## src/rtl/kws_utterance_controller_pkg.sv

```systemverilog
// Shared definitions for the keyword-spotting utterance controller.
//   FRAME_WIDTH  : packed {stop, s, f, amp, f1, f2} feature frame width
//   KW_TIMEOUT   : keyword code reported when no result arrives in time
//   utt_state_e  : controller FSM states
package kws_utterance_controller_pkg;

   // Existing feature field widths from the front-end.
   localparam int STOP_W = 1;
   localparam int S_W    = 1;
   localparam int F_W    = 1;
   localparam int AMP_W  = 8;
   localparam int F1_W   = 8;
   localparam int F2_W   = 8;

   localparam int FRAME_WIDTH = STOP_W + S_W + F_W + AMP_W + F1_W + F2_W;

   localparam logic [3:0] KW_TIMEOUT = 4'hF;

   typedef enum logic [2:0] {
      S_IDLE,
      S_CLEAR,
      S_STREAM,
      S_WAIT_KW,
      S_EMIT
   } utt_state_e;

endpackage

```

## src/rtl/kws_frame_fifo.sv

```systemverilog
// Small frame buffer between the feature front-end and the HV generator.
//   clk, rst     : clock, asynchronous active-low reset
//   flush        : synchronous empty (pointers and count zeroed)
//   push/din     : write; accepted when not full, or when full with a pop
//   pop          : read; advances the head (ignored when empty)
//   dout         : current head, driven from storage registers
//   full, empty  : occupancy flags
module kws_frame_fifo #(
   parameter int WIDTH = 8,
   parameter int DEPTH = 4
) (
   input  logic             clk,
   input  logic             rst,
   input  logic             flush,
   input  logic             push,
   input  logic             pop,
   input  logic [WIDTH-1:0] din,
   output logic [WIDTH-1:0] dout,
   output logic             full,
   output logic             empty
);
   localparam int AW = $clog2(DEPTH);
   localparam logic [AW:0] DEPTH_C = (AW+1)'(DEPTH);

   logic [DEPTH-1:0][WIDTH-1:0] mem;
   logic [AW-1:0]               wr_ptr, rd_ptr;
   logic [AW:0]                 count;
   logic                        do_push, do_pop;

   assign full    = (count == DEPTH_C);
   assign empty   = (count == '0);
   assign do_pop  = pop && !empty;
   // A pop frees the slot in the same cycle, so a full FIFO can still take a push.
   assign do_push = push && (!full || do_pop);
   assign dout    = mem[rd_ptr];

   // DEPTH is a power of two, so the pointers wrap naturally.
   always_ff @(posedge clk or negedge rst) begin
      if (!rst) begin
         mem    <= '0;
         wr_ptr <= '0;
         rd_ptr <= '0;
         count  <= '0;
      end else if (flush) begin
         wr_ptr <= '0;
         rd_ptr <= '0;
         count  <= '0;
      end else begin
         if (do_push) begin
            mem[wr_ptr] <= din;
            wr_ptr      <= wr_ptr + 1'b1;
         end
         if (do_pop) rd_ptr <= rd_ptr + 1'b1;
         case ({do_push, do_pop})
            2'b10:   count <= count + 1'b1;
            2'b01:   count <= count - 1'b1;
            default: ;
         endcase
      end
   end

endmodule

```

## src/rtl/kws_utterance_controller.sv

```systemverilog
// Sequences one keyword-spotting utterance: clears the temporal encoder,
// streams FRAMES_PER_UTT feature frames through a buffer to the HV generator,
// waits for the associative-memory keyword (or times out) and emits a result.
//   clk, rst               : clock, asynchronous active-low reset
//   start, abort           : single-cycle control pulses
//   in_valid/in_ready      : upstream frame handshake, in_frame payload
//   fin_valid/fin_ready    : frame handshake to HV generator, fin_frame payload
//   te_clear               : one-cycle temporal-encoder clear
//   kw_valid/kw_ready      : keyword handshake, kw_in payload
//   res_valid/res_ready    : result handshake, res_keyword (4'hF = timeout)
//   busy                   : not idle
module kws_utterance_controller
   import kws_utterance_controller_pkg::*;
#(
   parameter int FRAMES_PER_UTT = 40,
   parameter int FIFO_DEPTH     = 4,
   parameter int RESULT_TIMEOUT = 1024
) (
   input  logic                   clk,
   input  logic                   rst,
   input  logic                   start,
   input  logic                   abort,
   input  logic                   in_valid,
   output logic                   in_ready,
   input  logic [FRAME_WIDTH-1:0] in_frame,
   output logic                   fin_valid,
   input  logic                   fin_ready,
   output logic [FRAME_WIDTH-1:0] fin_frame,
   output logic                   te_clear,
   input  logic                   kw_valid,
   output logic                   kw_ready,
   input  logic [3:0]             kw_in,
   output logic                   res_valid,
   input  logic                   res_ready,
   output logic [3:0]             res_keyword,
   output logic                   busy
);
   localparam logic [7:0] CNT_N    = 8'(FRAMES_PER_UTT);
   localparam logic [7:0] CNT_LAST = 8'(FRAMES_PER_UTT - 1);
   localparam int         TW       = $clog2(RESULT_TIMEOUT + 1);
   localparam logic [TW-1:0] T_LAST = TW'(RESULT_TIMEOUT - 1);

   utt_state_e    state, nxt;
   logic [7:0]    acc_cnt, sent_cnt;
   logic [TW-1:0] timer;
   logic          start_latch;
   logic          fifo_full, fifo_empty;
   logic          push, pop, abort_take, clr;

   assign abort_take = abort && (state == S_CLEAR || state == S_STREAM || state == S_WAIT_KW);
   assign clr        = (state == S_CLEAR) || abort_take;

   assign in_ready  = (state == S_STREAM) && !fifo_full && (acc_cnt < CNT_N);
   assign kw_ready  = (state == S_WAIT_KW);
   assign fin_valid = (state == S_STREAM) && !fifo_empty;
   // A frame accepted in the abort cycle is dropped rather than buffered.
   assign push      = in_valid && in_ready && !abort_take;
   assign pop       = fin_valid && fin_ready;

   kws_frame_fifo #(
      .WIDTH (FRAME_WIDTH),
      .DEPTH (FIFO_DEPTH)
   ) u_fifo (
      .clk   (clk),
      .rst   (rst),
      .flush (clr),
      .push  (push),
      .pop   (pop),
      .din   (in_frame),
      .dout  (fin_frame),
      .full  (fifo_full),
      .empty (fifo_empty)
   );

   always_comb begin
      nxt = state;
      case (state)
         S_IDLE:    if (start) nxt = S_CLEAR;
         S_CLEAR:   nxt = S_STREAM;
         S_STREAM:  if (pop && sent_cnt == CNT_LAST) nxt = S_WAIT_KW;
         S_WAIT_KW: if (kw_valid || timer == T_LAST) nxt = S_EMIT;
         // A start arriving in the handshake cycle counts as already latched.
         S_EMIT:    if (res_ready) nxt = (start_latch || start) ? S_CLEAR : S_IDLE;
         default:   nxt = S_IDLE;
      endcase
      if (abort_take) nxt = S_IDLE;
   end

   always_ff @(posedge clk or negedge rst) begin
      if (!rst) begin
         state       <= S_IDLE;
         acc_cnt     <= '0;
         sent_cnt    <= '0;
         timer       <= '0;
         start_latch <= 1'b0;
         te_clear    <= 1'b0;
         busy        <= 1'b0;
         res_valid   <= 1'b0;
         res_keyword <= '0;
      end else begin
         state     <= nxt;
         te_clear  <= (nxt == S_CLEAR) || abort_take;
         busy      <= (nxt != S_IDLE);
         res_valid <= (nxt == S_EMIT);

         if (clr) begin
            acc_cnt  <= '0;
            sent_cnt <= '0;
         end else begin
            if (push) acc_cnt  <= acc_cnt + 8'd1;
            if (pop)  sent_cnt <= sent_cnt + 8'd1;
         end

         // Timer idles at zero outside WAIT_KW, so it starts clean on entry.
         if (state == S_WAIT_KW) timer <= timer + 1'b1;
         else                    timer <= '0;

         if (state == S_WAIT_KW && nxt == S_EMIT)
            res_keyword <= kw_valid ? kw_in : KW_TIMEOUT;

         // Latch is consumed on entering CLEAR; extra pulses collapse into it.
         if (abort_take || nxt == S_CLEAR) start_latch <= 1'b0;
         else if (start && state != S_IDLE) start_latch <= 1'b1;
      end
   end

endmodule
```

## config.mk

```make
export PLATFORM = sky130hd
export DESIGN_NAME = kws_utterance_controller
export DESIGN_NICKNAME = d
export VERILOG_FILES = /design/src/rtl/kws_utterance_controller_pkg.sv /design/src/rtl/kws_frame_fifo.sv /design/src/rtl/kws_utterance_controller.sv
export SDC_FILE = /design/constraint.sdc
export NUM_CORES = 1
export LEC_CHECK = 0
export CAP_MARGIN = 10
export CORE_MARGIN = 2
export CORE_UTILIZATION = 57
export CTS_CLUSTER_SIZE = 14
export DETAILED_ROUTE_END_ITERATION = 12
export PLACE_DENSITY = 0.8
export SLEW_MARGIN = 20
export SYNTH_ARGS = -nofsm -noshare
export SYNTH_HDL_FRONTEND = slang
export SYNTH_SLANG_ARGS = --single-unit
```

## constraint.sdc

```tcl
create_clock -name clk -period 3.2 [get_ports clk]
set_input_delay 0.8 -clock clk [delete_from_list [all_inputs] [get_ports clk]]
set_output_delay 0.8 -clock clk [all_outputs]
set_load 0.05 [all_outputs]
```

Word-level counts from Yosys, hierarchy flattened. Cells that the tools add are included.

Add/sub/neg operators: 7. Order comparisons: 4. Equal/unequal tests: 11. Mux-type cells: 26. Bitwise logic cells: 1. Reduce and logical (&&, ||, !) cells: 34.

Operators by type and width (count): 108-bit bitwise mux (1); 27-bit binary-select mux with 2-bit select (1); 27-bit demux with 2-bit select (1); 27-bit two-way mux (2); 8-bit two-way mux (4); 3-bit two-way mux (6); 8-bit by 1-bit adder with 8-bit output (second input constant) (2); 3-bit case mux with 5 select lines (1); 1-bit logical AND (13); 11-bit by 1-bit adder with 11-bit output (second input constant) (1); 11-bit by 10-bit == test with 1-bit output (second input constant) (1); 11-bit two-way mux (1); 2-bit nonzero test (5); 3-bit == test (second input constant) (3); 3-bit nonzero test (3); 8-bit by 6-bit == test with 1-bit output (second input constant) (1); 8-bit by 6-bit less-than comparator with 1-bit output (second input constant) (1); 2-bit two-way mux (4); 1-bit logical OR (7); 3-bit by 1-bit == test with 1-bit output (second input constant) (2); 3-bit by 2-bit == test with 1-bit output (second input constant) (2); 3-bit zero test (2); 2-bit by 3-bit less-than comparator with 1-bit output (second input constant) (2); 3-bit case mux with 2 select lines (1); other kinds (11) (16).

Bits in registers: 153. Input bits: 39. Output and inout port bits: 37.

Logic depth before layout (Yosys ltp).
Depth in word-level cells: 11. Depth in mapped cells: 10. Depth with buffers taken out: 8.

Cells and area by module. From an unflattened synthesis, not the netlist that was laid out.

Cell total of the unflattened synthesis: 539. Area, all modules: 7724.9 µm².

By module, submodules not included: kws_frame_fifo (times used 1, cells an instance 324, area an instance 5649.2 µm², sequential area each 2877.8 µm²); kws_utterance_controller (times used 1, cells an instance 215, area an instance 2075.7 µm², sequential area each 950.9 µm²).

Least setup slack after synthesis. OpenSTA, ideal clock, no wires.

Path kind: reg-to-output. Start point: register state[0]. End point: output in_ready. Data arrival time: 2251 ps. Required time: 2400 ps. Path slack: 149 ps. Stages on the path, launching flop included: 4. Path buffers: 0. Cell sequence: dfrtp_1 > nor3b_4 > nand2b_1 > nor4_1.

Word-level cells in the longest chain between the ends: 3.

RTL lines: from (decl) (line kws_utterance_controller.sv:43) `utt_state_e state, nxt;`; from (signal assigned) (line kws_utterance_controller.sv:101) `state <= nxt;`; 3-bit by 2-bit == test with 1-bit output (line kws_utterance_controller.sv:53) `assign in_ready = (state == S_STREAM) && !fifo_full && (acc_cnt < CNT_N);`; 1-bit logical AND (2 in series) (line kws_utterance_controller.sv:53); to (decl) (line kws_utterance_controller.sv:24) `output logic in_ready,`.

Every way passes these cells.

Worst setup path after layout.
Start point: register state[2]. End point: output fin_valid.

Word-level cells in the longest chain between the ends: 2.

RTL lines: 3-bit by 2-bit == test with 1-bit output (line kws_utterance_controller.sv:55) `assign fin_valid = (state == S_STREAM) && !fifo_empty;`; 1-bit logical AND (line kws_utterance_controller.sv:55); to (decl) (line kws_utterance_controller.sv:26) `output logic fin_valid,`.

Every way passes these cells.

==> impl_metrics.ini <==
[final_layout]
regArea_um2 = 3830
post-route-util = 0.724
multi_input_area_um2 = 3250
fill_cells = 813
final_nets = 610
area_growth_pct = 24.9
antenna_cells = 0
drive_above_1_share = 0.370

[placed_design]
dp_hpwl_mm = 9.13
gp_congestion = 0.867
io_buffers = 75
preCtsSetupSlack_ns = 0.0663

[detailed_routing]
routed_wl_mm = 14.5
firstDrtPassIters = 4
route.detailed.drc = 0
vias_per_cell = 5.60
drt-initial-drc-count = 254
wl_per_cell_um = 19.4
vias = 4184
ant_nets = 0

[critical_path]
cpMaxStageDelayCell = clkdlybuf4s50_1
path_buf_inv = 2
critPathKind = flip-flop to output port
critPathLaunch = state[2]
crit_family = buffers and inverters
crit_chain = nor3b_4 > buf_4 > and2_1 > clkdlybuf4s50_1
arrival_ns = 2.30
worstSetupStartpointType = flip-flop
cp.depth = 4
r2r_start = state[2]
cp_max_fo = 12
end_kind = output port
reg2reg_depth = 9
required_ns = 2.40
cpPeakStageDelay_ns = 0.80

[die]
core.rowCount = 41
ioPinCount = 76
die_h_um = 117
core-area_um2 = 12500
die-width_um = 117
start_util = 0.579
die-area_um2 = 13600

[cts]
cts_buffer_depth = 2
post_cts_buffers = 0
root_buffer = clkbuf_16
path_clk_slew_ns = 0.06
tritoncts = yes
insertion_delay_ns = 0.43
cts-htree-levels = 4
cts_made_buffers = 17
cts.sinks = 153

[synth]
synth.net_count = 528
synth_area_leaders = dfrtp_1 (53%), mux2_4 (17%), mux4_2 (8.4%)
synth_edf_count = 0
syn_inst = 481
ys_seq_elements = 153
synth_area_um2 = 7250
yosys_most_used_dff = dfrtp_1
yosysSeqAreaShare = 0.528
synth_area_per_cell_um2 = 15.1
synth_top_area_frac = 0.528
ys_types = 48
yosysWarnings = 0
synth_top_area_cell = dfrtp_1
synthArstFlopShare = 1.00

[grt]
grt_pass1_wl_mm = 24.1
antenna_found_initial = 0
grt-ovfl-total = 0
grt_max_degree = 80
grt_pass1_vias = 4674
grtUsageTotal = 0.236

[job]
cap_violations = 0

[sta]
tightest_slew_ns = 0.727
max_slew_margin = 0.515
slew_viol_final = 0
max_freq_mhz = 322
finClkSkew_ns = 0.00878
fin_crit_sh = 0.969
rsz0062_at_grt = false
final.setup.tns_ns = 0
fin_ws_ns = 0.0981
finalHoldViolations = 0
setup_viol = 0
min_period_ns = 3.10

[pwr]
power_leakage_nw = 4.36
peakVddDrop_mv = 0.658
p_per_area_nw_per_um2 = 904

[worst_hold_path]
hold_path.class = input port to asynchronous set/reset pin

[run_status]
outcome = complete, no violations
repair_timing:
action,in CTS,in global routing
resized for setup,1,1
pin swaps,0,0
setup endpoints to repair,1,1
hold buffers,0,0
cells by family (layout without fill, tap and decap cells):
kind of cell / count (synthesis) / after routing / share of synthesized area
compound gates: 28 / 28 / 0.0273
flops: 153 / 153 / 0.528
xor+xnor: 20 / 20 / 0.0242
buf+inv: 26 / 120 / 0.0242
simple gates: 108 / 108 / 0.0847
fa+ha+maj: 8 / 8 / 0.0148
mux: 138 / 138 / 0.297
power by group:
| group | leakage, nW | switching [mW] | internal, mW | total (mW) |
|---|---|---|---|---|
| sequential | 2.05 | 0.334 | 2.43 | 2.77 |
| combinational | 2.01 | 1.63 | 1.77 | 3.41 |
| clock | 0.302 | 0.749 | 1.26 | 2.01 |
| total | 4.36 | 2.72 | 5.47 | 8.19 |
final timing paths:
| kind | to | slack [ns] |
|---|---|---|
| setup / recovery | fin_valid | 0.1 |
| hold / removal | u_fifo.mem[37] | 0.41 |
| setup reg to reg | u_fifo.count[2] | 0.82 |
| hold reg to reg | timer[0] | 0.49 |
| max in group asynchronous | u_fifo.mem[64] | 2.05 |
| min in group clk | timer[0] | 0.49 |
state kept, by name (all words and copies together), names as in the netlist, 2 cells and up:
register,flops
state,3
timer,11
sent_cnt,8
u_fifo.mem,108
u_fifo.rd_ptr,2
acc_cnt,8
u_fifo.count,3
res_keyword,4
u_fifo.wr_ptr,2
stage by stage:
step,std cells,hold WS [ns],area (µm²),power [mW]
final,747,0.405,9060,8.19
after global routing,747,0.446,9060,8.52
after global placement,716,0.472,8460,6.08
after detailed placement,716,0.484,8460,6.19
after CTS,747,0.432,9060,8.25
after floorplan,481,0.455,7250,4.79
cells in the final DEF, fill, tap and decap left out, types with 2 or more instances in the layout:
cell type / synthesis / layout
clkbuf_8: 0 / 6
clkdlybuf4s50_1: 0 / 45
ha_1: 7 / 7
nand3_1: 12 / 12
nor4_1: 3 / 3
nand2_1: 19 / 19
xnor2_1: 7 / 7
inv_1: 4 / 4
clkinv_2: 0 / 4
nand4_1: 4 / 4
nor2_1: 36 / 36
and3_1: 7 / 7
and2_1: 2 / 2
clkbuf_16: 0 / 17
nor3b_1: 2 / 2
or2_2: 2 / 2
o21a_1: 2 / 2
nor3_1: 3 / 3
a21o_1: 2 / 2
xor2_1: 13 / 13
mux2_2: 28 / 28
nand2b_1: 3 / 3
mux2_4: 80 / 80
o22a_1: 4 / 4
buf_4: 0 / 6
buf_12: 1 / 31
o21ai_0: 7 / 7
bufinv_16: 0 / 2
mux4_2: 27 / 27
a21oi_1: 4 / 4
mux2i_1: 3 / 3
dfrtp_1: 153 / 152
or3_1: 2 / 2
nand2_8: 4 / 4
nor2b_1: 4 / 4
worst reg2reg max path, cell delays in order, from the launching register on:
cell	delay, ns
dfrtp_1	0.51
nor3b_4	0.27
buf_4	0.17
nor4b_4	0.20
and2_4	0.18
nor2_1	0.05
fa_1	0.43
nor3b_1	0.17
a31oi_1	0.18
nand3_1	0.10
synth_stat cells, types with 4 or more instances:
cell type / count
nand2_8: 4
ha_1: 7
and3_1: 7
inv_1: 4
nand4_1: 4
xnor2_1: 7
a21oi_1: 4
o22a_1: 4
nand2_1: 19
dfrtp_1: 153
mux2_2: 28
xor2_1: 13
clkbuf_1: 10
mux2_4: 80
nand3_1: 12
nor2b_1: 4
o21ai_0: 7
mux4_2: 27
nor2_1: 36
buf_6: 8
per-layer routing:
layer / vias to the layer above / global-route usage / routed length, µm
met2: 94 / 0.405 / 7620
li1: 1904 / - / -
met1: 2167 / 0.291 / 5980
met5: - / 0 / 0
met3: 19 / 0.0675 / 703
met4: 0 / 0.0745 / 214
final cells by class:
type                       count  share of cell area
sequential                   153               0.423
clock inverter                 7             0.00981
clock buffer                  24              0.0565
multi-input combinational    302               0.359
timing repair buffer          85               0.127
tap                          172              0.0238
inverter                       4             0.00166
Power figures use the tool's default switching activity.
